`config.mk`:
```
export PLATFORM = sky130hd
export DESIGN_NAME = hit_life_manager
export DESIGN_NICKNAME = d
export VERILOG_FILES = /design/src/rtl/hit_life_manager.sv
export SDC_FILE = /design/constraint.sdc
export NUM_CORES = 1
export LEC_CHECK = 0
export ABC_AREA = 1
export BUFFER_PORTS_ARGS = -buffer_cell sky130_fd_sc_hd__buf_2
export CAP_MARGIN = 5
export CORE_ASPECT_RATIO = 0.7
export CORE_MARGIN = 3
export CORE_UTILIZATION = 37
export DETAILED_ROUTE_END_ITERATION = 10
export GPL_TIMING_DRIVEN = 1
export MAX_ROUTING_LAYER = met4
export SLEW_MARGIN = 20
export SYNTH_ARGS = -nofsm -noshare
export SYNTH_HDL_FRONTEND = slang
export SYNTH_SLANG_ARGS = --single-unit
```
`constraint.sdc`:
```
create_clock -name clk -period 2.45 [get_ports clk]
set_input_delay 0 -clock clk [delete_from_list [all_inputs] [get_ports clk]]
set_output_delay 0 -clock clk [all_outputs]
set_load 0.005 [all_outputs]
```
`src/rtl/hit_life_manager.sv`:
```
// rtl/hit_life_manager.sv - frame-level lives/score/state sequencer behind the collision detector
module hit_life_manager #(
  parameter int INIT_LIVES     = 3,
  parameter int INVULN_FRAMES  = 60,
  parameter int RESPAWN_FRAMES = 30,
  parameter int ENEMY_POINTS   = 10
) (
  input  logic       clk,
  input  logic       resetN,
  input  logic       startOfFrame,
  input  logic       start_game,
  input  logic       coll_player,
  input  logic       coll_enemy1,
  input  logic       coll_enemy2,
  output logic [2:0] state,
  output logic [1:0] lives,
  output logic       invulnerable,
  output logic       respawn_pulse,
  output logic       enemy1_alive,
  output logic       enemy2_alive,
  output logic [7:0] score,
  output logic       freeze
);

  typedef enum logic [2:0] {
    S_IDLE  = 3'd0,
    S_PLAY  = 3'd1,
    S_DYING = 3'd2,
    S_OVER  = 3'd3,
    S_WIN   = 3'd4
  } state_t;

  localparam logic [1:0] LIVES_LOAD  = 2'(INIT_LIVES);
  localparam logic [7:0] INVULN_LOAD = 8'(INVULN_FRAMES);
  localparam logic [7:0] DYING_LOAD  = 8'(RESPAWN_FRAMES);
  localparam logic [9:0] POINTS      = 10'(ENEMY_POINTS);

  state_t     state_q, state_d;
  logic [1:0] lives_q, lives_d;
  logic [7:0] score_q, score_d;
  logic [7:0] invuln_q, invuln_d;
  logic [7:0] dying_q, dying_d;
  logic       e1_alive_q, e1_alive_d;
  logic       e2_alive_q, e2_alive_d;
  logic       respawn_q, respawn_d;
  logic       p_seen_q, p_seen_d;
  logic       e1_seen_q, e1_seen_d;
  logic       e2_seen_q, e2_seen_d;

  logic       kill1, kill2, hit, last_life;
  logic [9:0] score_sum;
  logic [7:0] score_sat;

  // Frame evaluation terms, all taken from the latches registered before this cycle
  always_comb begin
    kill1     = e1_seen_q & e1_alive_q;
    kill2     = e2_seen_q & e2_alive_q;
    score_sum = {2'b00, score_q} + (kill1 ? POINTS : 10'd0) + (kill2 ? POINTS : 10'd0);
    score_sat = (score_sum > 10'd255) ? 8'hFF : score_sum[7:0];
    hit       = p_seen_q && (invuln_q == 8'd0);
    last_life = hit && (lives_q <= 2'd1);
  end

  // Next-state and next-register logic for the game sequencer
  always_comb begin
    state_d    = state_q;
    lives_d    = lives_q;
    score_d    = score_q;
    invuln_d   = invuln_q;
    dying_d    = dying_q;
    e1_alive_d = e1_alive_q;
    e2_alive_d = e2_alive_q;
    respawn_d  = 1'b0;
    // A collision on the frame strobe itself belongs to the next frame
    p_seen_d   = startOfFrame ? coll_player : (p_seen_q | coll_player);
    e1_seen_d  = startOfFrame ? coll_enemy1 : (e1_seen_q | coll_enemy1);
    e2_seen_d  = startOfFrame ? coll_enemy2 : (e2_seen_q | coll_enemy2);

    case (state_q)
      S_IDLE: begin
        if (start_game) begin
          state_d    = S_PLAY;
          lives_d    = LIVES_LOAD;
          score_d    = 8'd0;
          e1_alive_d = 1'b1;
          e2_alive_d = 1'b1;
          invuln_d   = INVULN_LOAD;
          respawn_d  = 1'b1;
          p_seen_d   = coll_player;
          e1_seen_d  = coll_enemy1;
          e2_seen_d  = coll_enemy2;
        end
      end
      S_PLAY: begin
        if (startOfFrame) begin
          e1_alive_d = e1_alive_q & ~kill1;
          e2_alive_d = e2_alive_q & ~kill2;
          score_d    = score_sat;
          if (hit && lives_q != 2'd0) begin
            lives_d = lives_q - 2'd1;
          end
          if (last_life) begin
            state_d = S_OVER;
          end else if (!e1_alive_d && !e2_alive_d) begin
            state_d = S_WIN;
          end else if (hit) begin
            state_d = S_DYING;
            dying_d = DYING_LOAD;
          end else if (invuln_q != 8'd0) begin
            invuln_d = invuln_q - 8'd1;
          end
        end
      end
      S_DYING: begin
        if (startOfFrame) begin
          if (dying_q <= 8'd1) begin
            state_d   = S_PLAY;
            dying_d   = 8'd0;
            respawn_d = 1'b1;
            invuln_d  = INVULN_LOAD;
          end else begin
            dying_d = dying_q - 8'd1;
          end
        end
      end
      S_OVER, S_WIN: begin
        if (start_game) begin
          state_d = S_IDLE;
        end
      end
      default: state_d = S_IDLE;
    endcase
  end

  // State and counter registers with synchronous active-low reset
  always_ff @(posedge clk) begin
    if (!resetN) begin
      state_q    <= S_IDLE;
      lives_q    <= LIVES_LOAD;
      score_q    <= 8'd0;
      invuln_q   <= 8'd0;
      dying_q    <= 8'd0;
      e1_alive_q <= 1'b1;
      e2_alive_q <= 1'b1;
      respawn_q  <= 1'b0;
      p_seen_q   <= 1'b0;
      e1_seen_q  <= 1'b0;
      e2_seen_q  <= 1'b0;
    end else begin
      state_q    <= state_d;
      lives_q    <= lives_d;
      score_q    <= score_d;
      invuln_q   <= invuln_d;
      dying_q    <= dying_d;
      e1_alive_q <= e1_alive_d;
      e2_alive_q <= e2_alive_d;
      respawn_q  <= respawn_d;
      p_seen_q   <= p_seen_d;
      e1_seen_q  <= e1_seen_d;
      e2_seen_q  <= e2_seen_d;
    end
  end

  assign state         = state_q;
  assign lives         = lives_q;
  assign score         = score_q;
  assign invulnerable  = (invuln_q != 8'd0);
  assign respawn_pulse = respawn_q;
  assign enemy1_alive  = e1_alive_q;
  assign enemy2_alive  = e2_alive_q;
  assign freeze        = (state_q != S_PLAY);

endmodule

```
======== After elaboration in Yosys (flattened, before gate mapping) ========
Cells that the tools add are included.
storage, ports and cells
  ROM bits ................................ 0
  memory bits (writable) .................. 0
  memories ................................ 0
  bits in latches ......................... 0
  logic and storage cells ................. 117
  register bits after elaboration ......... 35
  bits of input ports ..................... 7
  output and inout bits ................... 18
cells by class
  reduce and logical (&&, ||, !) cells .... 19
  order comparisons ....................... 3
  muxes and demuxes ....................... 53
  $mul .................................... 0
  equality and inequality tests ........... 17
  shift-type cells ........................ 0
  $add $sub $neg .......................... 5
  divide/modulo/power cells ............... 0
  bitwise operators ....................... 9
operators with widths
  cell                                                            number
  2-to-1 mux 8 bit                                                17
  one-hot mux 8 bit (2 select lines)                              2
  2-to-1 mux 3 bit                                                8
  one-hot mux 8 bit (3 select lines)                              1
  inequality test 2 bit, second input constant                    11
  subtractor 8 x 1 -> 8 bit, second input constant                2
  2-to-1 mux 1 bit                                                15
  one-hot mux 3 bit (4 select lines)                              1
  AND reduction 6 bit                                             2
  adder 9 x 4 -> 10 bit                                           1
  greater-than comparator 10 x 8 -> 1 bit, second input constant  1
  adder 8 x 4 -> 9 bit                                            1
  AND reduction 9 bit                                             1
  <= comparator 8 x 1 -> 1 bit, second input constant             1
  zero test 8 bit                                                 1
  2-to-1 mux 4 bit                                                2
  nonzero test 8 bit                                              1
  equality test 3 x 2 -> 1 bit, second input constant             2
  2-to-1 mux 2 bit                                                3
  one-hot mux 1 bit (2 select lines)                              3
  nonzero test 2 bit                                              3
  AND 1 bit                                                       4
  logical AND 1 bit                                               4
  inequality test 4 bit, second input constant                    1
  other kinds (14)                                                18

======== Depth between registers and ports, before layout ========
Gate-level depths: netlist of the first run.
  word-level depth ........................ 9
  gate-level depth with buffers ........... 15
  mapped depth without buffers ............ 15

======== Worst setup path before layout of the first run ========
OpenSTA, ideal clock, no wires.
  path kind ............................... reg2reg
  start point ............................. register e1_alive_q, in the netlist enemy1_alive
  end point ............................... register score_q[5], in the netlist score[5]
  setup slack ............................. 0.277 ns
  buffers on the path ..................... 0
  arrival time ............................ 2.102 ns
  period minus slack after synthesis ...... 2.173 ns
  library setup time ...................... 0.071 ns
  stages on the path, launching flop included .. 15
  data required time ...................... 2.379 ns
  path through ............................ dfxtp_1 -> nand2_1 -> xor2_1 -> inv_1 -> ha_1 -> a31o_2 -> ha_1 -> nand2_1 -> a21oi_1 -> nand2_1 -> nor2_1 -> inv_1 -> o21ai_0 -> nand2_1 -> a21oi_1
between the ends
  longest elaborated chain between the ends .. 8
ends and longest elaborated chain
  element                                  line  source
  from (decl)                              43    logic e1_alive_q, e1_alive_d;
  from (signal assigned)                   155   e1_alive_q <= e1_alive_d;
  AND 1 bit (*)                            56    kill1 = e1_seen_q & e1_alive_q;
  2-to-1 mux 4 bit (*)                     58    score_sum = {2'b00, score_q} + (kill1 ? POINTS : 10'd0) + (kill2 ? POINTS : 10'd0);
  adder 8 x 4 -> 9 bit (*)                 58
  adder 9 x 4 -> 10 bit (*)                58
  greater-than comparator 10 x 8 -> 1 bit  59    score_sat = (score_sum > 10'd255) ? 8'hFF : score_sum[7:0];
  2-to-1 mux 8 bit (*)                     59
  2-to-1 mux 8 bit (*)                     95    if (startOfFrame) begin
  one-hot mux 8 bit (2 select lines) (*)   79    case (state_q)
  to (signal assigned)                     152   score_q <= score_d;
  to (decl)                                40    logic [7:0] score_q, score_d;
Every way passes the cells marked *; elsewhere a longest branch is shown, timed or not. The select of a mux whose other input is x is not followed.
A chain may end at the register's enable or synchronous reset.

======== Worst setup path after layout of the first run ========
  start point ............................. register e1_seen_q
  end point ............................... register score_q[5], in the netlist score[5]
between the ends
  longest elaborated chain between the ends .. 8
ends and longest elaborated chain
  element                                  line  source
  from (decl)                              47    logic e1_seen_q, e1_seen_d;
  from (signal assigned)                   159   e1_seen_q <= e1_seen_d;
  AND 1 bit (*)                            56
  2-to-1 mux 4 bit (*)                     58
  adder 8 x 4 -> 9 bit (*)                 58
  adder 9 x 4 -> 10 bit (*)                58
  greater-than comparator 10 x 8 -> 1 bit  59
  2-to-1 mux 8 bit (*)                     59
  2-to-1 mux 8 bit (*)                     95
  one-hot mux 8 bit (2 select lines) (*)   79
Marked as above.

==> results.md, run 1 <==
- Die Y: 71.15 um
- Min-Delay Path Class: input pin to flip-flop
- Worst R2R Setup Slack: 0.18 ns
- Clock-pin slew on the worst setup and hold paths: 0.08 ns
- Fill count: 619
- Synth warnings: 0
- Endpoints failing setup: 0
- Number of CTS-inserted buffers: 5
- Clock skew: 0.01436 ns
- Slew HR: 44.26%
- Largest net degree at the start of global routing: 25
- Clk_lat worst skew: 0.30 ns
- Global-route usage over all layers: 15.57%
- CTS Buffer Depth: 2
- Die width: 99.07 um
- Final Cycle Share: 92.58%
- Final wirelength: 5.253 mm
- Number of max-cap violations: 0
- Final Net Count: 385
- Post-synthesis compound-gate area fraction: 12.33%
- Hold path endpoint: lives[0]
- Gate Count Post-Synth: 337
- Clock sinks: 35
- CP endpoint kind: flip-flop
- Post-route minimum period: 2.268 ns
- Total power draw: 2.985 mW
- Synth Area in Adders: 5.577%
- Vias per inst: 4.836
- Max Freq: 0.4409 GHz
- Pwr/cell area: 1151 nW/um2
- WL/cell: 11.83 um
- CP startpoint kind: flip-flop
- # IOs: 25
- Actual slew at the worst max-slew pin: 0.8351 ns
- Global-route wire length before repair: 8.549 mm
- Sum Neg Setup Slack: 0 ns
- Synth Area in XOR/XNOR: 2.733%
- Synthesized area: 2243 um2
- Congestion Overflow GR: 0
- Initial antenna violation count: 0
- Simple-Gate Fraction of Synth Area: 39.99%
- Pre-CTS setup slack: 0.02427 ns
- Worst hold path cell count: 2
- Combinational family with the most area after synthesis: simple AND/OR/NAND/NOR gates
- Seq cells post-synth: 35
- Final Worst Setup Slack: 0.1817 ns
- Final core occ: 44.84%
- Crit path kind: flip-flop to flip-flop
- Clk root buf: clkbuf_8
- Initial core utilization: 38.78%
- Mux contribution to synthesized area: 0%
- Worst vdd rail ir drop: 0.4091 mV
- Mapped Nets: 354
- Worst r2r src: e1_seen_q
- Register area share after synthesis: 31.23%
- Fin. Hold Viols: 0
- PortBufs: 24
- Share of layout cells above drive strength 1: 17.89%
- Row Count: 23
- CTS tree: yes
- Placed instance count: 433
- Crit Reg-Reg Endpoint: score[5]
- Layout area overhead: 15.62%
- DR iter-0 viols: 146
- Final Non-Filler Cells: 444
- Post-route DRC: 0
- Routed Antenna Nets: 0
- Status: finished, final reports clean
- Leak: 1.240 nW
- Crit path arrival time: 2.50 ns
- Multi-input gate area: 1368 um2
- Vias in the first global route: 1785
- Diode count: 0
- Via count: 2147
- Max-slew violation count: 0
- Post-DP HPWL: 3.955 mm
- R2R cell count: 14
- Pre-antenna DRT Iters: 4
- Die area: 7049 um2
- Htree depth: 2
- Distinct cell type count after synthesis: 32
- Critical path required time: 2.68 ns
- Core Box Area: 5784 um2
- Worst Min Path Start: resetN
- # Post-CTS Setup Buffers: 0
- CP max FO: 6
- Global placer's final weighted congestion: 0.8574
- Storage cell area: 701.9 um2
- Mean Syn Cell Area: 6.657 um2
[cell usage in the layout, fill, tap and decap left out, types with 2 or more instances in the layout]
| cell | count |
|---|---|
| nor2_8 | 2 |
| xor2_1 | 5 |
| ha_1 | 10 |
| nor2_4 | 3 |
| xnor2_1 | 2 |
| o21ai_1 | 3 |
| a31o_2 | 2 |
| a31oi_1 | 3 |
| or2_2 | 4 |
| nor2_2 | 5 |
| o21ai_0 | 14 |
| nand3_4 | 3 |
| nand3_1 | 20 |
| inv_1 | 35 |
| dfxtp_1 | 34 |
| nor2_1 | 41 |
| dlygate4sd3_1 | 3 |
| a21oi_1 | 26 |
| nand4_1 | 7 |
| inv_2 | 5 |
| nand2_1 | 96 |
| clkbuf_8 | 5 |
| nand2_2 | 3 |
| buf_2 | 24 |
[what timing repair did]
item	in CTS	in global routing
endpoints found under the setup margin	0	6
gates resized for setup	0	3
hold endpoints to repair	3	0
hold buffers	3	0
[worst max path at each step]
stage / start / slack [ns] / end / depth (start not counted)
3_5_place_dp: e1_seen_q / 0.02 / score[5] / 14
5_1_grt: e1_seen_q / -0.0005 / score[5] / 14
4_1_cts: e1_seen_q / 0.001 / score[5] / 14
6_report: e1_seen_q / 0.18 / score[5] / 14
2_1_floorplan: enemy1_alive / 0.28 / score[5] / 14
3_3_place_gp: e1_seen_q / 0.08 / score[5] / 14
[logic make-up after synthesis]
group	after synthesis
and+or+nand+nor	188
DFF	35
buffers and inverters	46
xor gates and xnor gates	7
AOI/OAI and AO/OA	51
adders and majority gates	10
[power breakdown]
group	internal, mW	switching [mW]	total (mW)
logic	0.567	1.06	1.63
clock network	0.303	0.230	0.533
registers	0.692	0.133	0.825
[critical path, cell delays in order (launching register included)]
cell and delay [ns]:
dfxtp_2 0.35, nand2_1 0.11, xor2_1 0.15, inv_1 0.06, ha_1 0.17, a31o_2 0.21
ha_1 0.30, nand2_1 0.07, a21oi_1 0.17, nand2_1 0.14, nor2_4 0.17, inv_1 0.05
o21ai_0 0.06, nand2_1 0.07, a21oi_1 0.12
[flip-flops by register name, summed over array words and instances (netlist names)]
signal	count
e1_seen_q	1
dying_q	8
e2_seen_q	1
score	8
respawn_pulse	1
enemy1_alive	1
lives	2
state	3
enemy2_alive	1
invuln_q	8
p_seen_q	1
[Yosys cell counts]
cell type,instances,share of area [%]
inv_1,35,5.9
a31o_2,2,0.78
nor2_1,42,7.0
nand3b_1,1,0.33
clkinv_1,1,0.17
nand2_1,96,16
o31ai_1,1,0.33
buf_6,1,0.50
nor3_1,1,0.22
xor2_1,5,2.0
inv_4,1,0.28
o21ai_1,3,0.67
ha_1,10,5.6
xnor2_1,2,0.78
a21oi_2,1,0.39
nand4_4,1,0.95
o21ai_2,1,0.39
nor2_4,2,1.0
inv_2,5,0.84
a21oi_1,26,5.8
nand2_2,3,0.84
dfxtp_1,35,31
nand3_1,20,4.5
a31oi_1,3,0.84
nand4_1,7,2.0
nor2_2,5,1.4
nand2_4,1,0.50
nand3_4,3,2.3
o21ai_0,14,3.1
clkbuf_1,3,0.50
nor2_8,2,1.8
or2_2,4,1.1
[metrics by stage]
step	hold slack (ns)	area [um2]
floorplan	0.1177	2243
global placement	0.2094	2442
detailed placement	0.2218	2442
CTS	0.01256	2585
global route	0.002348	2594
finish	0.009099	2594
[routing by layer]
metal  routed length (um)  part of all wire (%)  track usage [%]
met1                 2871                    55            22.84
met2                 2027                    39            20.76
met3                  275                   5.2            3.941
met4                   79                   1.5            4.545
met5                    0                     0                -
[layout make-up]
cell class | instances | share of cell area, %
clock buffer | 5 | 2.653
tap | 75 | 3.618
multi-input combinational | 256 | 52.73
inverter | 42 | 6.175
sequential | 35 | 27.06
clock inverter | 3 | 1.688
timing repair buffer | 28 | 6.078
(Power assumes the default switching activity.)
==> run 2, diff against run 1 <==
--- a/config.mk
+++ b/config.mk
@@ -9,7 +9,6 @@
 export BUFFER_PORTS_ARGS = -buffer_cell sky130_fd_sc_hd__buf_2
 export CAP_MARGIN = 5
 export CORE_ASPECT_RATIO = 0.7
-export CORE_MARGIN = 3
 export CORE_UTILIZATION = 37
 export DETAILED_ROUTE_END_ITERATION = 10
 export GPL_TIMING_DRIVEN = 1
@@ -18,3 +17,4 @@
 export SYNTH_ARGS = -nofsm -noshare
 export SYNTH_HDL_FRONTEND = slang
 export SYNTH_SLANG_ARGS = --single-unit
+export TNS_END_PERCENT = 50
==> results.md, run 2 (synthesis results as in run 1) <==
- Row Count: 23 (unchanged)
- RSZ-0062 raised after global routing: no
- Die area: 6384 um2 (-9.4%)
- Worst Min Path Start: resetN
- R2R cell count: 14 (unchanged)
- GRT met2 Usage: 26.43% (+5.7 points)
- Routed Antenna Nets: 0 (unchanged)
- Share of layout cells above drive strength 1: 18.43% (+0.54 points)
- Cells along the critical path: nand2_1, xor2_1, inv_1, ha_1, a31o_2, ha_1, nand2_1, a21oi_2, nand2_2, nor2_4, inv_1, o21ai_0, nand2_1, a21oi_1
- Worst r2r src: e1_seen_q
- Number of max-cap violations: 0 (unchanged)
- Worst vdd rail ir drop: 0.4692 mV (+15%)
- Slowest cell on crit path: dfxtp_2
- Final Worst Setup Slack: 0.2130 ns (+0.03130 ns)
- Clock-pin slew on the worst setup and hold paths: 0.08 ns (about the same)
- Final Cycle Share: 91.31% (-1.3 points)
- Final core occ: 44.54% (-0.30 points)
- Pre-CTS setup slack: -0.007850 ns (-0.03212 ns)
- GR peak layer: met2
- CP Buf/Inv Count: 2 (unchanged)
- Core Box Area: 5784 um2 (unchanged)
- Total power draw: 2.859 mW (-4.2%)
- Worst hold path cell count: 2 (unchanged)
- Final wirelength: 5.107 mm (-2.8%)
- Clk root buf: clkbuf_8
- Max-slew violation count: 0 (unchanged)
- Leak: 1.223 nW (-1.4%)
- Status: finished, final reports clean
- Clock skew: 0.01282 ns (-0.001539 ns)
- Initial antenna violation count: 0 (unchanged)
- Worst R2R Setup Slack: 0.21 ns (+0.03 ns)
- CP max FO: 6 (unchanged)
- Commonest non-fill, non-tap cell in the layout: nand2_1
- Placed instance count: 433 (unchanged)
- Crit path kind: flip-flop to flip-flop
- Met1 Track Usage GR: 25.97% (+3.1 points)
- Final Non-Filler Cells: 444 (unchanged)
- Max Freq: 0.4470 GHz (+1.4%)
- Actual slew at the worst max-slew pin: 0.8039 ns (-0.03118 ns)
- Via count: 2146 (-0.047%)
- Post-route DRC: 0 (unchanged)
- Vias in the first global route: 1916 (+7.3%)
- Sum Neg Setup Slack: 0 ns (unchanged)
- Post-route design area: 2576 um2 (-0.68%)
- Number of CTS-inserted buffers: 5 (unchanged)
- Slew HR: 46.35% (+2.1 points)
- CP delay by family, top: compound AO/OA/AOI/OAI gates
- Pre-antenna DRT Iters: 4 (unchanged)
- Clk_lat worst skew: 0.30 ns (about the same)
- # IOs: 25 (unchanged)
- Congestion Overflow GR: 0 (unchanged)
- Most frequent cells in the layout: nand2_1 (95), nor2_1 (41), inv_1 (35), dfxtp_1 (34), a21oi_1 (25)
- Fin. Hold Viols: 0 (unchanged)
- Worst path most repeated cell: nand2_1
- Critical path required time: 2.68 ns (about the same)
- Crit Reg-Reg Endpoint: score[5]
- Die Y: 67.15 um (-5.6%)
- CP max stage delay: 0.35 ns (about the same)
- Pwr/cell area: 1110 nW/um2 (-3.6%)
- Min-Delay Path Class: input pin to flip-flop
- Largest net degree at the start of global routing: 25 (unchanged)
- Hold path endpoint: lives[0]
- CP endpoint kind: flip-flop
- Vias per inst: 4.833 (about the same)
- CTS Buffer Depth: 2 (unchanged)
- Post-route minimum period: 2.237 ns (-0.03130 ns)
- DR iter-0 viols: 124 (-15%)
- Final Net Count: 385 (unchanged)
- Worst Hold Margin: 0.01049 ns (+0.001389 ns)
- Global placer's final weighted congestion: 0.8610 (+0.42%)
- Htree depth: 2 (unchanged)
- PortBufs: 24 (unchanged)
- Post-DP HPWL: 3.846 mm (-2.7%)
- Area after DPL: 2442 um2 (unchanged)
- Layout area overhead: 14.84%
- # Post-CTS Setup Buffers: 0 (unchanged)
- CTS tree: yes
- Initial core utilization: 38.78% (unchanged)
- Crit path arrival time: 2.46 ns (-0.04 ns)
- Global-route usage over all layers: 18.59% (+3.0 points)
- Met3 Use GR: 3.829% (-0.11 points)
- Clock sinks: 35 (unchanged)
- Endpoints failing setup: 0 (unchanged)
- Global-route wire length before repair: 8.852 mm (+3.5%)
- WL/cell: 11.50 um (-2.8%)
- Die width: 95.07 um (-4.0%)
- CP startpoint kind: flip-flop
- Diode count: 0 (unchanged)
==> run 2: cell types whose count changed in the layout (fill, tap and decap cells not counted) <==
cell	change
nand2_2	+1
a21oi_1	-1
nand2_1	-1
clkinv_4	-1
clkinvlp_4	+2
a21oi_2	+1
bufinv_16	-1
==> run 2: routing by layer <==
| metal | vias up | routed length [um] |
|---|---|---|
| met1 | 951 | 2756 |
| met4 | 0 | 72 |
| met3 | 7 | 251 |
| li1 | 1146 | - |
| met2 | 42 | 2027 |
| met5 | - | 0 |
==> run 2: worst max-delay path by stage <==
| stage | start | cells past startpoint | slack [ns] | end |
|---|---|---|---|---|
| 4_1_cts | e1_seen_q | 14 | 0.08 | score[5] |
| 3_5_place_dp | e1_seen_q | 14 | -0.008 | score[5] |
| 3_3_place_gp | e1_seen_q | 14 | 0.09 | score[5] |
| 2_1_floorplan | enemy1_alive | 14 | 0.28 | score[5] |
| 6_report | e1_seen_q | 14 | 0.21 | score[5] |
| 5_1_grt | e1_seen_q | 14 | 0.01 | score[7] |
==> run 2: final cells by class <==
type / count / area (um2)
fill: 637 / 3208
multi-input combinational: 256 / 1374
sequential: 35 / 701.9
inverter: 42 / 160.2
timing repair buffer: 28 / 157.7
tap: 75 / 93.84
clock buffer: 5 / 68.82
clock inverter: 3 / 20.02
==> run 2: where the power goes <==
part | switching, mW | internal (mW)
sequential | 0.132 | 0.692
combinational | 1.04 | 0.566
clock | 0.227 | 0.198
total | 1.40 | 1.46
==> run 2: what timing repair did <==
action	4_1_cts	5_1_grt
resized for setup	1	4
endpoints found under the setup margin	1	7
endpoints found under the hold margin	3	0
hold buffers	3	0
gates cloned	0	0
==> run 2: worst reg2reg max path, cell delays in order, from the launching register on <==
cell	delay, ns
dfxtp_2	0.35
nand2_1	0.11
xor2_1	0.15
inv_1	0.06
ha_1	0.17
a31o_2	0.21
ha_1	0.30
nand2_1	0.08
a21oi_2	0.17
nand2_2	0.10
nor2_4	0.15
inv_1	0.05
o21ai_0	0.07
nand2_1	0.07
a21oi_1	0.12
